===== config.mk =====
export PLATFORM = sky130hd
export DESIGN_NAME = irq_controller
export DESIGN_NICKNAME = d
export VERILOG_FILES = /design/src/rtl/irq_controller.sv
export SDC_FILE = /design/constraint.sdc
export NUM_CORES = 1
export LEC_CHECK = 0
export ABC_AREA = 1
export CORE_MARGIN = 8
export CORE_UTILIZATION = 35
export DETAILED_ROUTE_END_ITERATION = 12
export GPL_ROUTABILITY_DRIVEN = 0
export PLACE_DENSITY = 0.66
export RECOVER_POWER = 100
export SETUP_SLACK_MARGIN = 0.4
export SLEW_MARGIN = 40
export SYNTH_ARGS = -nofsm -noshare
export SYNTH_HDL_FRONTEND = slang
export SYNTH_SLANG_ARGS = --single-unit
export TNS_END_PERCENT = 10

===== constraint.sdc =====
create_clock -name clk_i -period 7.6 [get_ports clk_i]
set_input_delay 1.52 -clock clk_i [delete_from_list [all_inputs] [get_ports clk_i]]
set_output_delay 1.52 -clock clk_i [all_outputs]
set_load 0.01 [all_outputs]

===== src/rtl/irq_controller.sv =====
`timescale 1ns/1ps
`default_nettype none
// ============================================================================
// Module   : irq_controller
// Brief    : Machine-mode interrupt controller. Round-robin pick of masked
//            level requests, trap-entry strobe and cause, mret-driven ack.
// Revision : 1.0 - initial release
// ============================================================================
module irq_controller #(
    parameter int N_IRQ      = 16,
    parameter int CAUSE_BASE = 16
) (
    input  logic              clk_i,
    input  logic              rst_i,
    input  logic [N_IRQ-1:0]  irq_req_i,
    input  logic [31:0]       mie_i,
    input  logic              stall_i,
    input  logic              mret_i,
    output logic              trap_o,
    output logic [31:0]       mcause_o,
    output logic [N_IRQ-1:0]  irq_ret_o,
    output logic              busy_o
);

    localparam int IDXW = (N_IRQ > 1) ? $clog2(N_IRQ) : 1;
    localparam logic [31:0] c_int_flag = 32'h8000_0000;

    typedef enum logic [1:0] {
        ST_IDLE    = 2'd0,
        ST_TRAP    = 2'd1,
        ST_HANDLER = 2'd2,
        ST_RET     = 2'd3
    } state_t;

    state_t            r_state;
    state_t            w_state_nxt;
    logic [IDXW-1:0]   r_ptr;
    logic [IDXW-1:0]   r_idx;
    logic              r_trap;
    logic [31:0]       r_mcause;
    logic [N_IRQ-1:0]  r_irq_ret;
    logic              r_busy;

    logic [N_IRQ-1:0]  w_pending;
    logic [N_IRQ-1:0]  w_rot;
    logic              w_any;
    logic [IDXW-1:0]   w_off;
    logic [IDXW:0]     w_sum;
    logic [IDXW:0]     w_nxt_sum;
    logic [IDXW-1:0]   w_pick;
    logic [IDXW-1:0]   w_ptr_nxt;
    logic              w_grant;
    logic [31:0]       w_cause;
    logic [N_IRQ-1:0]  w_ack;
    logic              w_unused;

    // Only the mie window belonging to the external lines is consulted.
    assign w_pending = irq_req_i & mie_i[CAUSE_BASE +: N_IRQ];
    assign w_unused  = ^mie_i;

    // Rotate so that bit 0 is the line at ptr; the lowest set bit is the winner.
    assign w_rot = N_IRQ'({w_pending, w_pending} >> r_ptr);

    always_comb begin
        w_any     = |w_rot;
        w_off     = '0;
        for (int k = N_IRQ - 1; k >= 0; k--) begin
            if (w_rot[k]) begin
                w_off = IDXW'(k);
            end
        end
        w_sum = {1'b0, r_ptr} + {1'b0, w_off};
        if (w_sum >= (IDXW+1)'(N_IRQ)) begin
            w_sum = w_sum - (IDXW+1)'(N_IRQ);
        end
        w_pick    = w_sum[IDXW-1:0];
        w_nxt_sum = {1'b0, w_pick} + (IDXW+1)'(1);
        if (w_nxt_sum >= (IDXW+1)'(N_IRQ)) begin
            w_nxt_sum = '0;
        end
        w_ptr_nxt = w_nxt_sum[IDXW-1:0];
    end

    assign w_cause = c_int_flag | (32'(CAUSE_BASE) + 32'(w_pick));
    assign w_ack   = N_IRQ'(1) << r_idx;
    assign w_grant = (r_state == ST_IDLE) && w_any && !stall_i;

    always_comb begin
        w_state_nxt = r_state;
        case (r_state)
            ST_IDLE:    if (w_any && !stall_i) w_state_nxt = ST_TRAP;
            ST_TRAP:    w_state_nxt = ST_HANDLER;
            ST_HANDLER: if (mret_i) w_state_nxt = ST_RET;
            ST_RET:     w_state_nxt = ST_IDLE;
            default:    w_state_nxt = ST_IDLE;
        endcase
    end

    // Outputs are registered from the next state so they line up with it.
    always_ff @(posedge clk_i) begin
        if (rst_i) begin
            r_state   <= ST_IDLE;
            r_ptr     <= '0;
            r_idx     <= '0;
            r_trap    <= 1'b0;
            r_mcause  <= '0;
            r_irq_ret <= '0;
            r_busy    <= 1'b0;
        end else begin
            r_state   <= w_state_nxt;
            r_trap    <= (w_state_nxt == ST_TRAP);
            r_busy    <= (w_state_nxt != ST_IDLE);
            r_irq_ret <= (w_state_nxt == ST_RET) ? w_ack : '0;
            if (w_grant) begin
                r_idx    <= w_pick;
                r_ptr    <= w_ptr_nxt;
                r_mcause <= w_cause;
            end
        end
    end

    assign trap_o    = r_trap;
    assign mcause_o  = r_mcause;
    assign irq_ret_o = r_irq_ret;
    assign busy_o    = r_busy;

endmodule
`default_nettype wire

Yosys cells after proc, flatten, opt, wreduce, memory -nomap -nowiden
Cells that the tools add are included.

Reductions and logical operators: 8. Add/subtract/negate cells: 4. Bitwise gates (word level): 2. Eq/ne operators: 5. Order comparisons: 2. Multiplexer cells: 21. Shifts and indexed selects: 2.

Operators with widths (number): 4-bit 2-to-1 mux (18); 32-bit by 4-bit right shift with 16-bit output (1); 16-bit AND (1); 16-bit OR reduction (1); 1-bit by 4-bit << shifter with 16-bit output (first input constant) (1); 5-bit greater-or-equal comparator (second input constant) (2); 2-bit case mux with 4 select lines (1); 5-bit by 4-bit adder with 6-bit output (first input constant) (1); 2-bit == test (second input constant) (3); 4-bit by 1-bit adder with 5-bit output (second input constant) (1); 4-bit by 4-bit adder with 5-bit output (1); 2-bit by 1-bit == test with 1-bit output (second input constant) (2); 2-bit 2-to-1 mux (2); 4-bit by 1-bit subtractor with 4-bit output (second input constant) (1); 1-bit logical AND (3); 2-bit zero test (1); 2-bit nonzero test (1); 2-bit OR reduction (1); 1-bit zero test (1); 1-bit NOT (1).

Input port bits: 52. Output and inout port bits: 50. Flip-flop bits (word level): 60.

Logic depth before layout (Yosys ltp)
Gate-level depths: netlist of run 1.

Word-level depth: 24. Depth in mapped cells: 32. Depth with buffers taken out: 31.

Least setup slack after synthesis of run 1
OpenSTA, ideal clock, no wires.

Path kind: input-to-reg. Start: input irq_req_i[10]. End: register r_ptr[0]. Cell stages on the path: 29. Data arrival time: 3.930 ns. Path buffers: 0. Library setup time: 0.070 ns. Slack: 3.600 ns. Cell sequence: nand2_1 > inv_1 > nand2_1 > nand2_1 > o211ai_1 > nand3_1 > nand2_1 > nand2_1 > nand2_1 > nand2_1 > nand2_1 > nand2_1 > nand2_1 > nand2_1 > nand2_1 > nand2_1 > nand2_1 > nand2_1 > a21oi_1 > ha_1 > fa_1 > ha_1 > inv_1 > nor2_1 > inv_1 > nand2_1 > nand2_1 > nand2_1 > a21oi_1.

Cells in the longest elaborated chain, start to end: 24. Elaborated cells between the ends (all ways): 28.

Ends and longest elaborated chain: from (decl) (RTL line 15) `input logic [N_IRQ-1:0] irq_req_i,`; 16-bit AND (*) (RTL line 58) `assign w_pending = irq_req_i & mie_i[CAUSE_BASE +: N_IRQ];`; 32-bit by 4-bit right shift with 16-bit output (*) (RTL line 62) `assign w_rot = N_IRQ'({w_pending, w_pending} >> r_ptr);`; 4-bit 2-to-1 mux (16 in a row) (RTL line 68) `if (w_rot[k]) begin`; 4-bit by 4-bit adder with 5-bit output (RTL line 72) `w_sum = {1'b0, r_ptr} + {1'b0, w_off};`; 4-bit by 1-bit subtractor with 4-bit output / 5-bit greater-or-equal comparator (equally long branches) (RTL line 74, 73); 4-bit 2-to-1 mux (RTL line 73) `if (w_sum >= (IDXW+1)'(N_IRQ)) begin`; 4-bit by 1-bit adder with 5-bit output (RTL line 77) `w_nxt_sum = {1'b0, w_pick} + (IDXW+1)'(1);`; 5-bit greater-or-equal comparator (RTL line 78) `if (w_nxt_sum >= (IDXW+1)'(N_IRQ)) begin`; 4-bit 2-to-1 mux (RTL line 78); to (signal assigned) (RTL line 116) `r_ptr <= w_ptr_nxt;`; to (decl) (RTL line 37) `logic [IDXW-1:0] r_ptr;`.

Every way passes the cells marked *; elsewhere a longest branch is shown, timed or not. A chain may end at the register's enable or synchronous reset.

Final worst setup path of run 1
Start: input mie_i[29]. End: register r_ptr[0].

Cells in the longest elaborated chain, start to end: 24. Elaborated cells between the ends (all ways): 28.

Ends and longest elaborated chain: from (decl) (RTL line 16) `input logic [31:0] mie_i,`; 16-bit AND (*) (RTL line 58); 32-bit by 4-bit right shift with 16-bit output (*) (RTL line 62); 4-bit 2-to-1 mux (16 in a row) (RTL line 68); 4-bit by 4-bit adder with 5-bit output (RTL line 72); 4-bit by 1-bit subtractor with 4-bit output / 5-bit greater-or-equal comparator (equally long branches) (RTL line 74, 73); 4-bit 2-to-1 mux (RTL line 73); 4-bit by 1-bit adder with 5-bit output (RTL line 77); 5-bit greater-or-equal comparator (RTL line 78); 4-bit 2-to-1 mux (RTL line 78).

Marked as above.

==> metrics, run 1 <==
RSZ-0062 raised after global routing no; status complete, no violations; Iteration-0 DRC Markers 143; Clock Latency Late Sink 0.28 ns; Die ar. 0.00975 mm²; clk root buf clkbuf_8; antenna violations before repair 0; Rows 30; max cap viols 0; mux contribution to synthesized area 0%; Netlist cell types 33; final period utilization 62.8%; CP Max Fanout 3; sequential area share after synthesis 24.2%; core area 0.00672 mm²; first-pass GRT wire length 10.5 mm; clk_skew 0.00476 ns; number of diodes 0; most frequent CP cell nand2_1; P_leak 1.45 nW; Critical Path RT 7.81 ns; post-route setup slack 2.83 ns; Post-Route WL 6.09 mm; WHS Path Cells 2; largest family of logic cells by synthesized area simple AND/OR/NAND/NOR gates; dpl ws 2.64 ns; Ports 102; Final ANT Viol Nets 0; RR Startpoint r_ptr[0]; Slowest cell on crit path dlygate4sd3_1; most frequent cells in the layout 116 x nand2_1, 74 x nand3_1, 34 x nor2_1; placed wire-length estimate 5.11 mm; Avg Vias per Cell 4.83; cts repair resizes 0; TritonCTS clock tree built; Max Root-Sink Buffers 2; area fraction in compound gates after synthesis 10.4%; Vias 2,508; CTS sink count 29; area growth from synthesis to layout 23.6%; HP Start mcause_o[4]; Worst setup EP type flop; Mapped Area 0.00240 mm²; # Post-CTS Setup Buffers 0; number of remaining DRC errors 0; most common cell after layout, fill and taps aside nand2_1; Final nets 495; routed len/inst 11.7 µm; Setup CP Type input pin to flop; Starting Density 35.7%; Syn. warnings 0; adder-cell share of the synthesized area 2.92%; Max Slew Vio Count 0; Max VDD drop 0.0939 mV; CTS Hold Bufs 0; Die Span X 98.7 µm; worst r2r dst r_ptr[0]; power per cell area 331 mW/mm²; flop-to-flop setup slack 3.63 ns; syn avg cell area 6.19 µm²; Max Fclk 210 MHz; vias in the first global route 2,350; CP startpoint kind input pin; final hold violation count 0; Die Span Y 98.7 µm; CP max stage delay 0.55 ns; Worst Reg2Reg Path Length in Cells 29; Rel. slew slack 44.1%; Hold Crit Endpoint mcause_o[4]; CTS H-tree lvls 2; hold crit path type flop to flop; CTS clock-pin slew for the worst setup and hold paths 0.06 ns; cells after synthesis 387; Synth Area in Simple Gates 44.3%; worst slew pin tran 0.838 ns; CP arrival 4.98 ns; Power, Total 0.981 mW; XOR/XNOR Fraction of Synth Area 0.731%; TritonRoute pass-1 iters 4; GRT Util Overall 12.8%; Port Buffers 59; largest net degree at the start of global routing 20; GRT Residual Overflow 0; FF+latch count, synth 29; setup TNS 0 ns; Num CTS Buffers 5; final setup fails 0; Tmin final 4.77 ns; layout cells sized above 1 5.92%
-- critical path, delay by kind of cell --
family / cells / cell delay, ns
compound gates: 2 / 0.18
fa+ha+maj: 3 / 0.91
buf+inv: 3 / 0.70
simple gates: 22 / 1.66
-- stage by stage --
| stage | utilization (%) | instance area [µm²] | instances | hold WS [ns] |
|---|---|---|---|---|
| final | 44.1 | 2960 | 519 | 0.496 |
| after global routing | 44.1 | 2960 | 519 | 0.532 |
| after CTS | 44.1 | 2960 | 519 | 0.507 |
| after detailed placement | 42.9 | 2880 | 511 | 0.500 |
| after global placement | 42.9 | 2880 | 511 | 0.478 |
| after floorplan | - | 2490 | 412 | 0.514 |
-- cells by family (layout without fill, tap and decap cells) --
| logic type | Yosys count | count (layout) |
|---|---|---|
| other cells | 1 | 26 |
| compound gates | 43 | 43 |
| buf+inv | 67 | 94 |
| simple gates | 240 | 240 |
| fa+ha+maj | 5 | 5 |
| xor+xnor | 2 | 2 |
| flops | 29 | 29 |
-- layout make-up --
cell class / instances / area (µm²)
clock buffers: 6 / 72.6
multi-input cells: 316 / 1500
fillers: 708 / 3760
clock inverters: 2 / 10.0
inverters: 27 / 111
repair buffers: 59 / 591
flip-flops and latches: 29 / 581
well taps: 80 / 100
-- cell usage after synthesis, drive strengths merged --
cell type,instances,area [µm²]
dfxtp,29,581
buf,40,300
nor2,37,154
ha,4,50.1
fa,1,20.0
xor2,1,8.76
nand3b,3,22.5
nand3,77,400
o21a,4,30.0
a21oi,11,55.1
o21ai,24,139
inv,25,104
and2,2,12.5
xnor2,1,8.76
nand2,118,448
a31oi,3,18.8
clkinv,2,7.51
o211ai,1,7.51
nor3,3,25.0
conb,1,3.75
-- how the worst max path moves through the flow --
stage             startpoint  endpoint  cells past startpoint  slack [ns]
3_3_place_gp   irq_req_i[13]  r_ptr[3]                     28        2.68
3_5_place_dp   irq_req_i[15]  r_ptr[0]                     30        2.64
4_1_cts        irq_req_i[15]  r_ptr[0]                     30        2.92
5_1_grt            mie_i[29]  r_ptr[3]                     29        2.43
2_1_floorplan  irq_req_i[10]  r_ptr[0]                     29        3.60
6_report           mie_i[29]  r_ptr[0]                     30        2.83
-- flip-flops by register name (all words and copies together), names as in the netlist --
| signal | count |
|---|---|
| r_state | 2 |
| r_idx | 3 |
| mcause_o | 2 |
| r_ptr | 4 |
| busy_o | 1 |
| trap_o | 1 |
| irq_ret_o | 16 |
-- power breakdown --
group	leakage (nW)	switching (mW)	internal, mW
sequential	0.236	0.0490	0.169
combinational	1.17	0.405	0.240
clock	0.0450	0.0544	0.0632
total	1.45	0.509	0.472
-- layer usage --
metal  wire (µm)  share of wire (%)  global-route usage, %
met1        2570                 42                   14.7
met2        3050                 50                   22.3
met3         388                6.4                   3.17
met4          81                1.3                   4.49
met5           0                  0                      0
Power figures use the tool's default switching activity.
==> run 2, diff against run 1 <==
clock period = 4.6 ns   (was 7.6 ns; I/O delays follow)
==> run 2 against run 1 <==
Compared with the run above:
- clock skew rose by 0.0014 ns
- global-route usage is 0.27 points lower
- register-to-register slack worse by 2.9 ns
- first-iteration DRC count down 25%
- highest routed layer unchanged
- core utilization is 4.6 points higher
- final cell count is 1.7% higher
- die area unchanged
- combinational power rose by 92%
- power grew 85%
==> metrics, run 2 (synthesized netlist as in run 1, its figures left out) <==
CP arrival 4.25 ns; vias in the first global route 2,360; HP Start mcause_o[4]; Final nets 504; clk root buf clkbuf_8; final period utilization 88.1%; Critical Path RT 4.80 ns; first-pass GRT wire length 10.4 mm; Clock Latency Late Sink 0.28 ns; core area 0.00672 mm²; Final ANT Viol Nets 0; Power, Total 1.82 mW; Die ar. 0.00975 mm²; worst slew pin tran 0.806 ns; area growth from synthesis to layout 36.3%; layout cells sized above 1 18.3%; GRT Residual Overflow 0; register area 582 µm²; multi-input gate area in the final layout 0.00170 mm²; Rows 30; placed wire-length estimate 5.11 mm; max cap viols 0; power per cell area 557 mW/mm²; Ports 102; Num CTS Buffers 5; Slowest cell on crit path clkdlybuf4s50_1; crit-path leading delay family simple AND/OR/NAND/NOR gates; Worst Reg2Reg Path Length in Cells 26; Avg Vias per Cell 4.83; setup TNS 0 ns; Starting Density 35.7%; flop-to-flop setup slack 0.70 ns; Die Span X 98.7 µm; Max Fclk 247 MHz; worst r2r dst r_ptr[0]; Die Span Y 98.7 µm; CP Max Fanout 4; fillcell total 692; antenna violations before repair 0; Port Buffers 59; Vias 2,551; final hold violation count 0; clk_skew 0.00612 ns; CP startpoint kind input pin; most common cell after layout, fill and taps aside nand2_1; WHS Path Cells 2; WP buf/inv 2; number of remaining DRC errors 0; Setup CP Type input pin to flop; CP max stage delay 0.47 ns; Worst setup EP type flop; most frequent CP cell nand2_1; CTS sink count 29; CTS clock-pin slew for the worst setup and hold paths 0.06 ns; Rel. slew slack 46.1%; most frequent cells in the layout 106 x nand2_1, 46 x nand3_1, 33 x nor2_1; largest net degree at the start of global routing 20; RSZ-0062 raised after global routing no; TritonRoute pass-1 iters 4; fin util 48.6%; Max Slew Vio Count 0; hold crit path type flop to flop; routed len/inst 12.1 µm; Iteration-0 DRC Markers 107; final setup fails 0; status complete, no violations; GRT Util Overall 12.5%; RR Startpoint r_ptr[2]; Post-Route WL 6.40 mm; TritonCTS clock tree built; Max VDD drop 0.187 mV; CTS H-tree lvls 2; Hold Crit Endpoint mcause_o[4]; Tmin final 4.05 ns; max reg flops 16; Max Root-Sink Buffers 2; number of diodes 0; P_leak 1.61 nW
-- run 2: changes by cell type in the layout (fill, tap and decap cells not counted), sizes merged --
| cell | delta |
|---|---|
| dlymetal6s2s | +6 |
| clkbuf | +1 |
| buf | +9 |
| clkinv | -1 |
| dlygate4sd3 | -1 |
| clkdlybuf4s50 | -5 |
-- run 2: worst register-to-register path, stage by stage (launching register included) --
cell	delay, ns
dfxtp_1	0.83
inv_2	0.35
nand2_1	0.19
nand2_2	0.07
o21ai_2	0.16
nand2_1	0.07
nand2_1	0.05
nand2_1	0.05
nand2_1	0.06
nand2_1	0.05
nand2_1	0.05
nand2_1	0.05
nand2_1	0.05
nand2_1	0.05
nand2_1	0.07
nand2_1	0.05
nand2_1	0.07
a21oi_2	0.05
ha_1	0.24
fa_1	0.43
xnor2_1	0.36
nor2_1	0.07
inv_1	0.09
nand2_1	0.05
nand2_1	0.11
nand2_1	0.05
a21oi_1	0.11
-- run 2: how the worst max path moves through the flow --
stage	from	end	slack [ns]	cells past startpoint
2_1_floorplan	irq_req_i[10]	r_ptr[0]	1.20	29
3_3_place_gp	irq_req_i[15]	r_ptr[3]	0.31	28
3_5_place_dp	irq_req_i[15]	r_ptr[3]	0.29	28
4_1_cts	irq_req_i[15]	r_ptr[3]	0.56	28
5_1_grt	irq_req_i[2]	r_ptr[0]	0.20	31
6_report	irq_req_i[8]	r_ptr[0]	0.55	28
-- run 2: area by class of cell --
| class | instances | area share [%] |
|---|---|---|
| multi-input combinational | 316 | 52.0 |
| timing repair buffer | 68 | 20.6 |
| sequential | 29 | 17.8 |
| inverter | 27 | 3.41 |
| tap | 80 | 3.06 |
| clock buffer | 7 | 2.95 |
| clock inverter | 1 | 0.153 |
-- run 2: layer usage --
layer / track usage, % / wire (µm) / vias up
met3: 2.96 / 416 / 5
met2: 22.2 / 3230 / 80
met1: 14.4 / 2680 / 1134
met5: 0 / 0 / -
li1: - / - / 1332
met4: 3.78 / 68 / 0
-- run 2: stage by stage --
stage / instance area, µm² / worst slack [ns] / std cells / hold WS, ns
finish: 3270 / 0.548 / 528 / 0.492
global route: 3270 / 0.197 / 528 / 0.554
CTS: 3000 / 0.565 / 522 / 0.506
detailed placement: 2900 / 0.295 / 514 / 0.492
global placement: 2900 / 0.314 / 514 / 0.478
floorplan: 2490 / 1.20 / 412 / 0.514
-- run 2: where the power goes --
part / switching (mW) / total, mW / internal, mW
Clock: 0.0892 / 0.224 / 0.135
Sequential: 0.0703 / 0.350 / 0.280
Combinational: 0.765 / 1.24 / 0.480
-- run 2: what timing repair did --
action                                  CTS  global route
hold buffers                              0             0
endpoints found under the setup margin    0             4
resized for setup                         0            58
buffers inserted                          0             6
